**config.mk**
```make
export PLATFORM = sky130hd
export DESIGN_NAME = key_debounce_multi_flat
export DESIGN_NICKNAME = d
export VERILOG_FILES = /design/src/rtl/key_debounce_multi_if.sv /design/src/rtl/key_debounce_multi.sv /design/src/flat_wrapper.sv
export SDC_FILE = /design/constraint.sdc
export NUM_CORES = 1
export LEC_CHECK = 0
export ABC_AREA = 1
export CELL_PAD_IN_SITES_DETAIL_PLACEMENT = 1
export CELL_PAD_IN_SITES_GLOBAL_PLACEMENT = 2
export CORE_MARGIN = 3
export CORE_UTILIZATION = 34
export CTS_CLUSTER_SIZE = 40
export DETAILED_ROUTE_END_ITERATION = 10
export MAX_ROUTING_LAYER = met4
export PLACE_DENSITY_LB_ADDON = 0.1
export SKIP_CTS_REPAIR_TIMING = 1
export SYNTH_ARGS = -nofsm -noshare
export SYNTH_HDL_FRONTEND = slang
export SYNTH_SLANG_ARGS = --single-unit
```
**constraint.sdc**
```tcl
create_clock -name clk -period 1.55 [get_ports clk]
set_input_delay 0.3875 -clock clk [delete_from_list [all_inputs] [get_ports clk]]
set_output_delay 0.3875 -clock clk [all_outputs]
set_load 0.03 [all_outputs]
```
**src/rtl/key_debounce_multi_if.sv**
```systemverilog
// Pin-side bundle for the multi-channel key conditioner: raw inputs in, conditioned levels/pulses out.
interface key_debounce_multi_if #(
  parameter int NUM_CH = 4
);
  logic [NUM_CH-1:0] raw_in_i;
  logic [NUM_CH-1:0] level_o;
  logic [NUM_CH-1:0] press_o;
  logic [NUM_CH-1:0] release_o;
  logic [NUM_CH-1:0] rpt_o;

  modport master (output raw_in_i, input level_o, press_o, release_o, rpt_o);
  modport slave  (input raw_in_i, output level_o, press_o, release_o, rpt_o);
endinterface

```
**src/rtl/key_debounce_multi.sv**
```systemverilog
// N-channel key conditioner: sync, polarity fix, debounce, press/release pulses.
// Hold-to-auto-repeat is built only when AUTO_REPEAT_EN is defined; otherwise rpt is tied low.
module key_debounce_multi #(
  parameter int                NUM_CH       = 4,
  parameter int                CNT_BITS     = 16,
  parameter int                ACTIVE_LOW   = 1,
  parameter int                REPEAT_DELAY = 25000000,
  parameter int                REPEAT_RATE  = 5000000,
  parameter logic [NUM_CH-1:0] REPEAT_MASK  = {NUM_CH{1'b1}}
) (
  input  logic                clk,
  input  logic                reset,
  key_debounce_multi_if.slave kif
);
  // Resetting the synchronisers to the idle pin value avoids a phantom press after reset.
  localparam logic [NUM_CH-1:0] INACT = (ACTIVE_LOW != 0) ? {NUM_CH{1'b1}} : {NUM_CH{1'b0}};

  logic [NUM_CH-1:0] sync0_q, sync1_q, pr;
  logic [NUM_CH-1:0] lvl, rise, fall, prs, rel, rpt;

  always_ff @(posedge clk) begin
    if (reset) begin
      sync0_q <= INACT;
      sync1_q <= INACT;
    end else begin
      sync0_q <= kif.raw_in_i;
      sync1_q <= sync0_q;
    end
  end

  assign pr = sync1_q ^ INACT;

  for (genvar i = 0; i < NUM_CH; i++) begin : g_ch
    logic [CNT_BITS-1:0] cnt_q, cnt_d;
    logic                lvl_q, lvl_d, prs_q, rel_q;

    always_comb begin
      cnt_d = cnt_q;
      lvl_d = lvl_q;
      if (pr[i] == lvl_q) begin
        cnt_d = '0;
      end else if (cnt_q != {CNT_BITS{1'b1}}) begin
        cnt_d = cnt_q + 1'b1;
      end else begin
        lvl_d = pr[i];
        cnt_d = '0;
      end
    end

    always_ff @(posedge clk) begin
      if (reset) begin
        cnt_q <= '0;
        lvl_q <= 1'b0;
        prs_q <= 1'b0;
        rel_q <= 1'b0;
      end else begin
        cnt_q <= cnt_d;
        lvl_q <= lvl_d;
        prs_q <= lvl_d & ~lvl_q;
        rel_q <= ~lvl_d & lvl_q;
      end
    end

    assign lvl[i]  = lvl_q;
    assign rise[i] = lvl_d & ~lvl_q;
    assign fall[i] = ~lvl_d & lvl_q;
    assign prs[i]  = prs_q;
    assign rel[i]  = rel_q;
  end

`ifdef AUTO_REPEAT_EN
  localparam int RMAX = (REPEAT_DELAY > REPEAT_RATE) ? REPEAT_DELAY : REPEAT_RATE;
  localparam int RW   = $clog2(RMAX);

  typedef enum logic [1:0] {ST_IDLE, ST_DELAY, ST_REPEAT} rpt_st_e;

  for (genvar i = 0; i < NUM_CH; i++) begin : g_rpt
    if (REPEAT_MASK[i]) begin : g_on
      rpt_st_e         st_q, st_d;
      logic [RW-1:0]   rc_q, rc_d;
      logic            rp_q, rp_d;

      // A fall wins over a due repeat so rpt never lands on the release edge.
      always_comb begin
        st_d = st_q;
        rc_d = rc_q;
        rp_d = 1'b0;
        unique case (st_q)
          ST_IDLE: begin
            if (rise[i]) begin
              st_d = ST_DELAY;
              rc_d = '0;
            end
          end
          ST_DELAY: begin
            if (fall[i]) begin
              st_d = ST_IDLE;
              rc_d = '0;
            end else if (rc_q == RW'(REPEAT_DELAY - 1)) begin
              st_d = ST_REPEAT;
              rc_d = '0;
              rp_d = 1'b1;
            end else begin
              rc_d = rc_q + 1'b1;
            end
          end
          ST_REPEAT: begin
            if (fall[i]) begin
              st_d = ST_IDLE;
              rc_d = '0;
            end else if (rc_q == RW'(REPEAT_RATE - 1)) begin
              rc_d = '0;
              rp_d = 1'b1;
            end else begin
              rc_d = rc_q + 1'b1;
            end
          end
          default: begin
            st_d = ST_IDLE;
            rc_d = '0;
          end
        endcase
      end

      always_ff @(posedge clk) begin
        if (reset) begin
          st_q <= ST_IDLE;
          rc_q <= '0;
          rp_q <= 1'b0;
        end else begin
          st_q <= st_d;
          rc_q <= rc_d;
          rp_q <= rp_d;
        end
      end

      assign rpt[i] = rp_q;
    end else begin : g_off
      assign rpt[i] = 1'b0;
    end
  end
`else
  assign rpt = '0;
  logic unused_rpt_cfg;
  assign unused_rpt_cfg = ^{REPEAT_MASK, REPEAT_DELAY[0], REPEAT_RATE[0]};
`endif

  logic unused_edges;
  assign unused_edges = ^{rise, fall};

  assign kif.level_o   = lvl;
  assign kif.press_o   = prs;
  assign kif.release_o = rel;
  assign kif.rpt_o     = rpt;
endmodule

```
**src/flat_wrapper.sv**
```systemverilog
// flat-port wrapper written by rule: the top's interface ports become plain ports
module key_debounce_multi_flat 
#(
  parameter int                NUM_CH       = 4,
  parameter int                CNT_BITS     = 16,
  parameter int                ACTIVE_LOW   = 1,
  parameter int                REPEAT_DELAY = 25000000,
  parameter int                REPEAT_RATE  = 5000000,
  parameter logic [NUM_CH-1:0] REPEAT_MASK  = {NUM_CH{1'b1}}
)
  (clk, reset, kif_raw_in_i, kif_level_o, kif_press_o, kif_release_o, kif_rpt_o);
  key_debounce_multi_if #(.NUM_CH(NUM_CH)) kif_i ();
  input  logic clk;
  input  logic reset;
  input wire logic [$bits(kif_i.raw_in_i)-1:0] kif_raw_in_i;
  output wire logic [$bits(kif_i.level_o)-1:0] kif_level_o;
  output wire logic [$bits(kif_i.press_o)-1:0] kif_press_o;
  output wire logic [$bits(kif_i.release_o)-1:0] kif_release_o;
  output wire logic [$bits(kif_i.rpt_o)-1:0] kif_rpt_o;
  assign kif_i.raw_in_i = kif_raw_in_i;
  assign kif_level_o = kif_i.level_o;
  assign kif_press_o = kif_i.press_o;
  assign kif_release_o = kif_i.release_o;
  assign kif_rpt_o = kif_i.rpt_o;
  key_debounce_multi #(.NUM_CH(NUM_CH), .CNT_BITS(CNT_BITS), .ACTIVE_LOW(ACTIVE_LOW), .REPEAT_DELAY(REPEAT_DELAY), .REPEAT_RATE(REPEAT_RATE), .REPEAT_MASK(REPEAT_MASK)) u_core (.clk(clk), .reset(reset), .kif(kif_i));
endmodule
```
==> impl_metrics.ini <==
[route]
drt-pass1-iter-count = 4
drc = 0
drtIter0Drc = 68
antenna_left = 0
wl_per_cell_um = 12.2
dr_total_vias = 3605
drt_wl_total_um = 9590
via_per_inst = 4.58

[pwr]
power_density_nw_per_um2 = 907
ir_drop_uv = 539
pwr-share-seq_pct = 47.5
p_leak_nw = 2.22
netSwitchingPower_w = 0.000944
power.internal_w = 0.00364
clkPwrFrac_pct = 50.2
swShare_pct = 20.6
pwr-share-comb_pct = 2.3

[cells_and_area]
area_delta_synth_final_pct = 26.3
nFillCells = 1488
diodes = 0
final_util_pct = 44.1
fin_nets = 649
drive_gt1_share_pct = 15.7

[setup_path]
crit_path_start = u_core.g_ch[1].lvl_q$_SDFF_PP0_
path_buf_inv = 1
startpoint_type = flip-flop
cp.arrival_ns = 1.06
worst-r2r-cell-count = 8
required_ns = 1.16
critPathCaptureType = output pin
cp_slowest_cell = dfxtp_1
cp_top_family = flip-flops
rrSetupSlack_ns = 0.13
cp_cell_sequence = dlymetal6s2s_1
path_depth = 1
crit_fanout = 4
crit-reg2reg-launch = u_core.g_ch[0].cnt_q[0]$_SDFF_PP0_
slowest_delay_ns = 0.40
path_class = flip-flop to output pin

[clock_network]
clock_latency_ns = 0.35
clockBufferDepth = 2
cts_tree = done
htreeDepth = 3
cts_buffers = 9
cts_sinks = 84
cts.clk_slew.worst_paths_ns = 0.06
clockRootBuffer = clkbuf_16

[die]
core_um2 = 11500
die_y_um = 115
initial_core_util_pct = 34.9
dieArea_um2 = 13100
top_level_ports = 22
die_w_um = 115
rows = 39

[global_route]
overflow = 0
grt_pass1_wl_um = 16400
grt_pass1_vias = 3643
grt_max_degree = 17
antenna_found_initial = 0
grt_usage_pct = 16.2

[timing]
max_clock_freq_mhz = 689
rsz0062_at_grt = true
layout_setup_ws_ns = 0.0984
setup_viol = 0
holdWs_ns = 0.407
skew_ns = 0.00651
maxSlewViolCount = 0
min_period_over_period_pct = 93.6
finalSetupTns_ns = 0
period_minus_slack_ns = 1.45
hold_viol_final = 0

[synth]
ys_types = 25
synth_area_um2 = 4010
ys_ff_latch = 84
synth_top_area_share_pct = 42.0
seq_area_frac_synth_pct = 42.0
avgSynthCellArea_um2 = 7.02
synth_flop_cell = dfxtp_1
yosysMostFrequentCell = nand2_1
synth_area_leaders = dfxtp_1 42%, nand2_1 12%, nor2_1 10%
ys_top_cells_by_count = 128 x nand2_1, 112 x nor2_1, 84 x dfxtp_1, 78 x inv_1, 38 x nand3_1
yosys.area.top_type = dfxtp_1
yosys_warnings = 0
async_flop_share_pct = 0
syn_inst = 571
synth_edf_count = 0

[placement]
hpwl_um = 7370
place_ws_ns = -0.192
io_buffers = 17
gp_congestion = 0.759

[worst_hold_path]
hold_start = u_core.sync0_q[1]$_SDFF_PP1_
hp-class = flip-flop to flip-flop
min_path_cells = 1

[run_status]
status = completed

[job]
cap_viol_max_count = 0
==> layer usage <==
layer  part of all wire [%]  vias up  track usage [%]
met4                    2.3        0             8.08
met5                      0        -                -
met3                    2.6       15             3.07
met1                     47     1678             19.0
li1                       -     1886                -
met2                     48       26             26.5
==> power by group through the flow <==
stage	Clock (W)	Sequential [W]	Combinational, W
after floorplan	0	0.00222	0.0000647
after global placement	0	0.00223	0.0000931
after detailed placement	0	0.00223	0.0000951
after CTS	0.00239	0.00218	0.0000952
after global routing	0.00248	0.00218	0.000117
final	0.00230	0.00218	0.000106
==> path summary, 6_finish.rpt <==
path | endpoint
max reg2reg | u_core.g_ch[0].prs_q$_SDFF_PP0_
min reg2reg | u_core.sync1_q[1]$_SDFF_PP1_
max | kif_level_o[1]
min | u_core.sync1_q[1]$_SDFF_PP1_
==> flip-flops by register name (all words and copies together), names as in the netlist <==
| name | cells |
|---|---|
| u_core.g_ch.rel_q | 4 |
| u_core.g_ch.prs_q | 4 |
| u_core.g_ch.cnt_q | 64 |
| u_core.g_ch.lvl_q | 4 |
| u_core.sync1_q | 4 |
| u_core.sync0_q | 4 |
==> cell families (layout without fill, tap and decap cells) <==
family | count (synthesis) | in the layout | synth area share [%]
adder cells (fa/ha/maj) | 4 | 4 | 1.25
flip-flops | 84 | 84 | 42.0
AND/OR/NAND/NOR | 317 | 317 | 33.3
other | 1 | 4 | 0.0936
XOR/XNOR | 24 | 24 | 5.25
buffers and inverters | 100 | 170 | 11.6
AO/OA/AOI/OAI | 41 | 41 | 6.56
==> cell usage in the layout (no fill, tap or decap), types with 13 or more instances in the layout <==
cell type / n
a21oi_1: 24
buf_4: 56
dfxtp_1: 84
inv_1: 77
nand2_1: 128
nand3_1: 38
nand4_1: 18
nor2_1: 109
xor2_1: 13
==> stage by stage <==
step / power [W] / std cells / area (µm²)
after floorplan: 0.00229 / 574 / 4020
after global placement: 0.00232 / 766 / 4610
after detailed placement: 0.00232 / 766 / 4610
after CTS: 0.00466 / 782 / 4930
after global routing: 0.00478 / 787 / 5060
final: 0.00459 / 787 / 5060
==> final cells by class <==
type	instances	area (µm²)	share of cell area, %
Tap cell	143	179	3.54
Clock buffer	13	280	5.54
Inverter	78	293	5.79
Multi-Input combinational cell	390	1900	37.5
Timing Repair Buffer	76	688	13.6
Clock inverter	3	42.5	0.841
Sequential cell	84	1680	33.2
Power figures use the tool's default switching activity.
